## src/rtl/fetch_unit_pkg.sv

```systemverilog
// Shared definitions for the instruction fetch unit: widths, NOP encoding,
// the {pc, instr} fetch packet and a counter-width helper.
package fetch_unit_pkg;

    localparam int unsigned XLEN = 32;

    // Canonical RV32 NOP (addi x0, x0, 0)
    localparam logic [XLEN-1:0] NOP = 32'h0000_0013;

    typedef struct packed {
        logic [XLEN-1:0] pc;
        logic [XLEN-1:0] instr;
    } fetch_pkt_t;

    // Counters must be able to hold the value DEPTH itself, hence one extra bit
    function automatic int unsigned cnt_width(input int unsigned depth);
        return $clog2(depth) + 1;
    endfunction

endpackage

```

## src/rtl/fetch_unit_sync_fifo.sv

```systemverilog
// Single-clock FIFO with synchronous flush and a combinational head.
// Simultaneous push and pop are accepted even when full, so throughput is
// not lost at the occupancy limit.
module sync_fifo #(
    parameter int unsigned WIDTH = 8,
    parameter int unsigned DEPTH = 2
) (
    input  logic                     clk,
    input  logic                     rst,
    input  logic                     flush,
    input  logic                     push,
    input  logic [WIDTH-1:0]         push_data,
    input  logic                     pop,
    output logic [WIDTH-1:0]         head_data,
    output logic [$clog2(DEPTH):0]   count,
    output logic                     empty,
    output logic                     full
);
    import fetch_unit_pkg::*;

    localparam int unsigned PW = $clog2(DEPTH);
    localparam int unsigned CW = cnt_width(DEPTH);

    logic [WIDTH-1:0] mem [DEPTH];
    logic [PW-1:0]    wr_ptr;
    logic [PW-1:0]    rd_ptr;
    logic [CW-1:0]    cnt;
    logic             do_push;
    logic             do_pop;

    // Accept/issue qualification; a pop frees the slot a same-cycle push needs
    always_comb begin
        do_pop  = pop && (cnt != '0);
        do_push = push && ((cnt != CW'(DEPTH)) || do_pop);
    end

    // Pointer and occupancy update; flush discards everything immediately
    always_ff @(posedge clk) begin
        if (rst || flush) begin
            wr_ptr <= '0;
            rd_ptr <= '0;
            cnt    <= '0;
        end else begin
            if (do_push) begin
                wr_ptr <= wr_ptr + PW'(1);
            end
            if (do_pop) begin
                rd_ptr <= rd_ptr + PW'(1);
            end
            if (do_push && !do_pop) begin
                cnt <= cnt + CW'(1);
            end else if (do_pop && !do_push) begin
                cnt <= cnt - CW'(1);
            end
        end
    end

    // Storage array; contents are only meaningful between rd_ptr and wr_ptr
    always_ff @(posedge clk) begin
        if (do_push && !flush && !rst) begin
            mem[wr_ptr] <= push_data;
        end
    end

    assign head_data = mem[rd_ptr];
    assign count     = cnt;
    assign empty     = (cnt == '0);
    assign full      = (cnt == CW'(DEPTH));

endmodule

```

## src/rtl/fetch_unit.sv

```systemverilog
// Instruction fetch front end: issues one request per cycle from pc_value,
// pairs in-order responses with their fetch address, buffers them for decode
// and throws away responses belonging to the wrong path after a redirect.
module fetch_unit #(
    parameter int unsigned DEPTH = 2,
    parameter int unsigned XLEN  = fetch_unit_pkg::XLEN
) (
    input  logic             clk,
    input  logic             rst,
    input  logic [XLEN-1:0]  pc_value,
    input  logic             redirect,
    output logic             stall,
    output logic             imem_req_valid,
    input  logic             imem_req_ready,
    output logic [XLEN-1:0]  imem_req_addr,
    input  logic             imem_rsp_valid,
    input  logic [XLEN-1:0]  imem_rsp_data,
    output logic             if_valid,
    input  logic             if_ready,
    output logic [XLEN-1:0]  if_instr,
    output logic [XLEN-1:0]  if_pc
);
    import fetch_unit_pkg::*;

    localparam int unsigned CW = cnt_width(DEPTH);
    localparam int unsigned OW = CW + 1;
    localparam int unsigned PKTW = 2 * XLEN;

    logic [CW-1:0]   inflight_cnt;
    logic [CW-1:0]   inflight_nxt;
    logic [CW-1:0]   discard_cnt;
    logic [CW-1:0]   discard_nxt;
    logic [OW-1:0]   occupancy;

    logic            fire;
    logic            rsp_drop;
    logic            rsp_keep;
    logic            if_pop;

    logic [XLEN-1:0] pcq_head;
    logic [CW-1:0]   pcq_count;
    logic            pcq_empty;
    logic            pcq_full;

    logic [PKTW-1:0] ifq_push_data;
    logic [PKTW-1:0] ifq_head;
    logic [CW-1:0]   ifq_count;
    logic            ifq_empty;
    logic            ifq_full;

    logic            unused_ok;

    // Request side: issue while the total of outstanding plus buffered work fits
    always_comb begin
        occupancy      = OW'(inflight_cnt) + OW'(ifq_count);
        imem_req_valid = !rst && !redirect && (occupancy < OW'(DEPTH));
        fire           = imem_req_valid && imem_req_ready;
        stall          = rst || (!fire && !redirect);
        imem_req_addr  = pc_value;
    end

    // Response side: wrong-path responses are dropped, good ones buffered
    always_comb begin
        rsp_drop      = redirect || (discard_cnt != '0);
        rsp_keep      = imem_rsp_valid && !rsp_drop;
        ifq_push_data = {pcq_head, imem_rsp_data};
    end

    // Decode side: head of the instruction FIFO, blanked during reset
    always_comb begin
        if_valid = !rst && !ifq_empty;
        if_pop   = if_valid && if_ready && !redirect;
        if (rst) begin
            if_pc    = '0;
            if_instr = '0;
        end else begin
            if_pc    = ifq_head[PKTW-1:XLEN];
            if_instr = ifq_head[XLEN-1:0];
        end
    end

    // Next values of the in-flight and discard counters
    always_comb begin
        inflight_nxt = inflight_cnt;
        discard_nxt  = discard_cnt;

        if (fire && !imem_rsp_valid) begin
            inflight_nxt = inflight_cnt + CW'(1);
        end else if (!fire && imem_rsp_valid && (inflight_cnt != '0)) begin
            inflight_nxt = inflight_cnt - CW'(1);
        end

        // Everything still outstanding after this cycle belongs to the old path
        if (redirect) begin
            if (imem_rsp_valid && (inflight_cnt != '0)) begin
                discard_nxt = inflight_cnt - CW'(1);
            end else begin
                discard_nxt = inflight_cnt;
            end
        end else if (imem_rsp_valid && (discard_cnt != '0)) begin
            discard_nxt = discard_cnt - CW'(1);
        end
    end

    // Counter registers
    always_ff @(posedge clk) begin
        if (rst) begin
            inflight_cnt <= '0;
            discard_cnt  <= '0;
        end else begin
            inflight_cnt <= inflight_nxt;
            discard_cnt  <= discard_nxt;
        end
    end

    // Addresses of issued requests, retired by every response kept or not
    sync_fifo #(
        .WIDTH (XLEN),
        .DEPTH (DEPTH)
    ) u_pc_fifo (
        .clk       (clk),
        .rst       (rst),
        .flush     (1'b0),
        .push      (fire),
        .push_data (pc_value),
        .pop       (imem_rsp_valid),
        .head_data (pcq_head),
        .count     (pcq_count),
        .empty     (pcq_empty),
        .full      (pcq_full)
    );

    // {pc, instr} packets waiting for decode
    sync_fifo #(
        .WIDTH (PKTW),
        .DEPTH (DEPTH)
    ) u_instr_fifo (
        .clk       (clk),
        .rst       (rst),
        .flush     (redirect),
        .push      (rsp_keep),
        .push_data (ifq_push_data),
        .pop       (if_pop),
        .head_data (ifq_head),
        .count     (ifq_count),
        .empty     (ifq_empty),
        .full      (ifq_full)
    );

    // PC FIFO occupancy mirrors inflight_cnt; status flags are informational
    assign unused_ok = ^{pcq_count, pcq_empty, pcq_full, ifq_full};

endmodule
```

## config.mk

```make
export PLATFORM = sky130hd
export DESIGN_NAME = fetch_unit
export DESIGN_NICKNAME = d
export VERILOG_FILES = /design/src/rtl/fetch_unit_pkg.sv /design/src/rtl/fetch_unit_sync_fifo.sv /design/src/rtl/fetch_unit.sv
export SDC_FILE = /design/constraint.sdc
export NUM_CORES = 1
export LEC_CHECK = 0
export ABC_AREA = 1
export CAP_MARGIN = 20
export CORE_MARGIN = 4
export CORE_UTILIZATION = 60
export DETAILED_ROUTE_END_ITERATION = 10
export DONT_BUFFER_PORTS = 1
export GPL_TIMING_DRIVEN = 0
export HOLD_SLACK_MARGIN = 0.1
export PLACE_DENSITY_LB_ADDON = 0.12
export SLEW_MARGIN = 20
export SYNTH_ARGS = -nofsm -noshare
export SYNTH_HDL_FRONTEND = slang
export SYNTH_HIERARCHICAL = 1
export SYNTH_SLANG_ARGS = --single-unit
```

## constraint.sdc

```tcl
create_clock -name clk -period 12.1 [get_ports clk]
set_clock_uncertainty 0.2 [all_clocks]
set_input_delay 1.815 -clock clk [delete_from_list [all_inputs] [get_ports clk]]
set_output_delay 1.815 -clock clk [all_outputs]
set_load 0.02 [all_outputs]
```

==> impl_metrics.py <==
metrics = {
    "status": {
        "status": "complete, no violations",
    },
    "detailed_routing": {
        "wire_per_inst_um": 17.8,
        "vias": 4307,
        "met2_length_mm": 7.41,
        "postRouteAntennaNets": 0,
        "detail_route.vias_per_cell": 5.21,
        "wl_met3_mm": 1.51,
        "drtIter0Drc": 181,
        "highest_layer": "met4",
        "drt-total-wl_mm": 14.7,
        "drc": 0,
        "drt_pass1_iterations": 5,
        "wl_met1_mm": 5.54,
    },
    "clocking": {
        "cts_resized": 0,
        "htree_levels": 1,
        "cts_tree": "done",
        "cts_sinks": 206,
        "cts_buffers": 21,
        "clock-root-buffer": "clkbuf_16",
        "post_cts_buffers": 0,
        "insertion_delay_ps": 470,
        "clockBufferDepth": 3,
        "cts-hold-fix-buffers": 0,
        "clk_pin_slew_ps": 60,
    },
    "placement": {
        "dp_hpwl_mm": 10.6,
        "io_buffers": 0,
        "gp_congestion": 0.800,
        "dp_slack_ps": 7260,
    },
    "cells_and_area": {
        "layout.nets": 705,
        "antenna_cells": 0,
        "syn_to_final_growth_pct": 10.8,
        "drive_gt1_share_pct": 29.3,
    },
    "grt": {
        "grt_pass1_vias": 4346,
        "antenna_found_initial": 0,
        "grt_start_max_net_pins": 34,
        "grt_pass1_wl_mm": 21.9,
        "overflow": 0,
        "grt.total_usage_pct": 16.7,
    },
    "die": {
        "num_rows": 44,
        "die_area_um2": 17100,
        "ioPinCount": 169,
        "core_area_um2": 14600,
        "die_h_um": 131,
        "start_util_pct": 61.6,
        "dieWidth_um": 131,
    },
    "setup_path": {
        "critical_path_arrival_ps": 2810,
        "critPathCaptureType": "primary output",
        "critical_path_class": "in -> out",
        "cp_data_required_time_ps": 10090,
        "critPathLaunchType": "input pin",
        "path_max_fanout": 10,
    },
    "timing": {
        "slew_headroom_pct": 51.0,
        "rsz0062_at_grt": "no",
        "fin_crit_sh_pct": 39.9,
        "drv_slew": 0,
        "fin_tns_setup_ps": 0,
        "tightest_slew_ps": 734,
        "setup_slack_ps": 7270,
        "fmax_mhz": 207,
        "fin_crit_ps": 4830,
        "setup_viol": 0,
        "final-hold-violation-count": 0,
    },
    "synthesis": {
        "ys_warn_count": 6,
        "syn_nets": 677,
        "netlist_area_um2": 9020,
        "synthCells": 602,
        "syn_area_per_cell_um2": 15.0,
    },
    "run": {
        "drv_cap": 0,
    },
    "power_and_ir_drop": {
        "p_leak_nw": 3.86,
        "ir_worst_vdd_uv": 179,
        "powerDensity_nw_per_um2": 143,
        "fin_total_pwr_mw": 1.43,
    },
    "hold_path": {
        "min_path_type": "reg -> reg",
    },
}
-- path summary, 6_finish.rpt --
path         cells after the start  slack, ps                          start                              to
min reg2reg                      2        310  u_pc_fifo/rd_ptr$_SDFFE_PP0P_                        register
max                              4       7270                            rst                       if_pc[14]
min                              2        310  u_pc_fifo/rd_ptr$_SDFFE_PP0P_                        register
max reg2reg                     10       9270   inflight_cnt[0]$_SDFFE_PP0P_  u_pc_fifo/mem[0][10]$_DFFE_PP_
-- final cells by class --
type | count | area [µm²]
sequential | 206 | 6050
inverter | 96 | 363
clock inverter | 11 | 56.3
tap | 184 | 230
clock buffer | 24 | 537
multi-input combinational | 249 | 2140
fill | 983 | 4660
buffer | 51 | 485
timing repair buffer | 5 | 130
-- registers in the layout, summed over array words and instances, names as in the netlist, named ones only --
register / count
discard_cnt: 2
u_instr_fifo/rd_ptr: 1
u_instr_fifo/wr_ptr: 1
inflight_cnt: 2
u_instr_fifo/mem: 128
u_pc_fifo/rd_ptr: 1
u_instr_fifo/count: 2
u_pc_fifo/count: 2
u_pc_fifo/wr_ptr: 1
u_pc_fifo/mem: 64
-- where the power goes --
group	internal, mW	switching, mW	total [mW]
combinational	0.0291	0.0529	0.0820
sequential	0.786	0.00368	0.790
clock	0.316	0.239	0.555
total	1.13	0.295	1.43
-- cells in the final DEF (no fill, tap or decap) --
| cell | count |
|---|---|
| inv_4 | 1 |
| clkinv_2 | 3 |
| a21oi_2 | 1 |
| nand3_2 | 1 |
| nor2_1 | 84 |
| inv_1 | 93 |
| buf_12 | 10 |
| nor3_1 | 1 |
| buf_6 | 3 |
| clkbuf_16 | 21 |
| fa_1 | 1 |
| ha_1 | 4 |
| conb_1 | 1 |
| o21ai_0 | 7 |
| a21oi_1 | 5 |
| clkinv_1 | 5 |
| buf_2 | 4 |
| nand3_1 | 7 |
| buf_16 | 4 |
| clkinvlp_4 | 3 |
| nor2_4 | 4 |
| clkbuf_1 | 6 |
| nand4_1 | 2 |
| inv_2 | 2 |
| buf_4 | 32 |
| dfxtp_1 | 14 |
| nand2_1 | 30 |
| xor2_1 | 2 |
| nor2_2 | 1 |
| nand4_2 | 1 |
| nand2_2 | 1 |
| edfxtp_1 | 192 |
| mux2_4 | 90 |
| mux2_2 | 6 |
-- worst max-delay path, cell delays in order --
cell    delay [ps]
buf_6          110
buf_2          200
buf_2          230
nor2_1         450
-- per-stage QoR --
| step | hold slack [ps] | utilization [%] | cell area, µm² | std cells |
|---|---|---|---|---|
| after floorplan | 267 | - | 9020 | 602 |
| after global placement | 280 | 63.1 | 9250 | 786 |
| after detailed placement | 303 | 64.1 | 9390 | 791 |
| after CTS | 316 | 68.2 | 9990 | 826 |
| after global routing | 367 | 68.2 | 9990 | 826 |
| final | 307 | 68.2 | 9990 | 826 |
-- routing by layer --
layer,track usage [%],up-vias
met4,4.60,0
li1,-,2065
met5,0,-
met2,29.4,167
met3,6.34,25
met1,19.0,2050
Power figures use the tool's default switching activity.
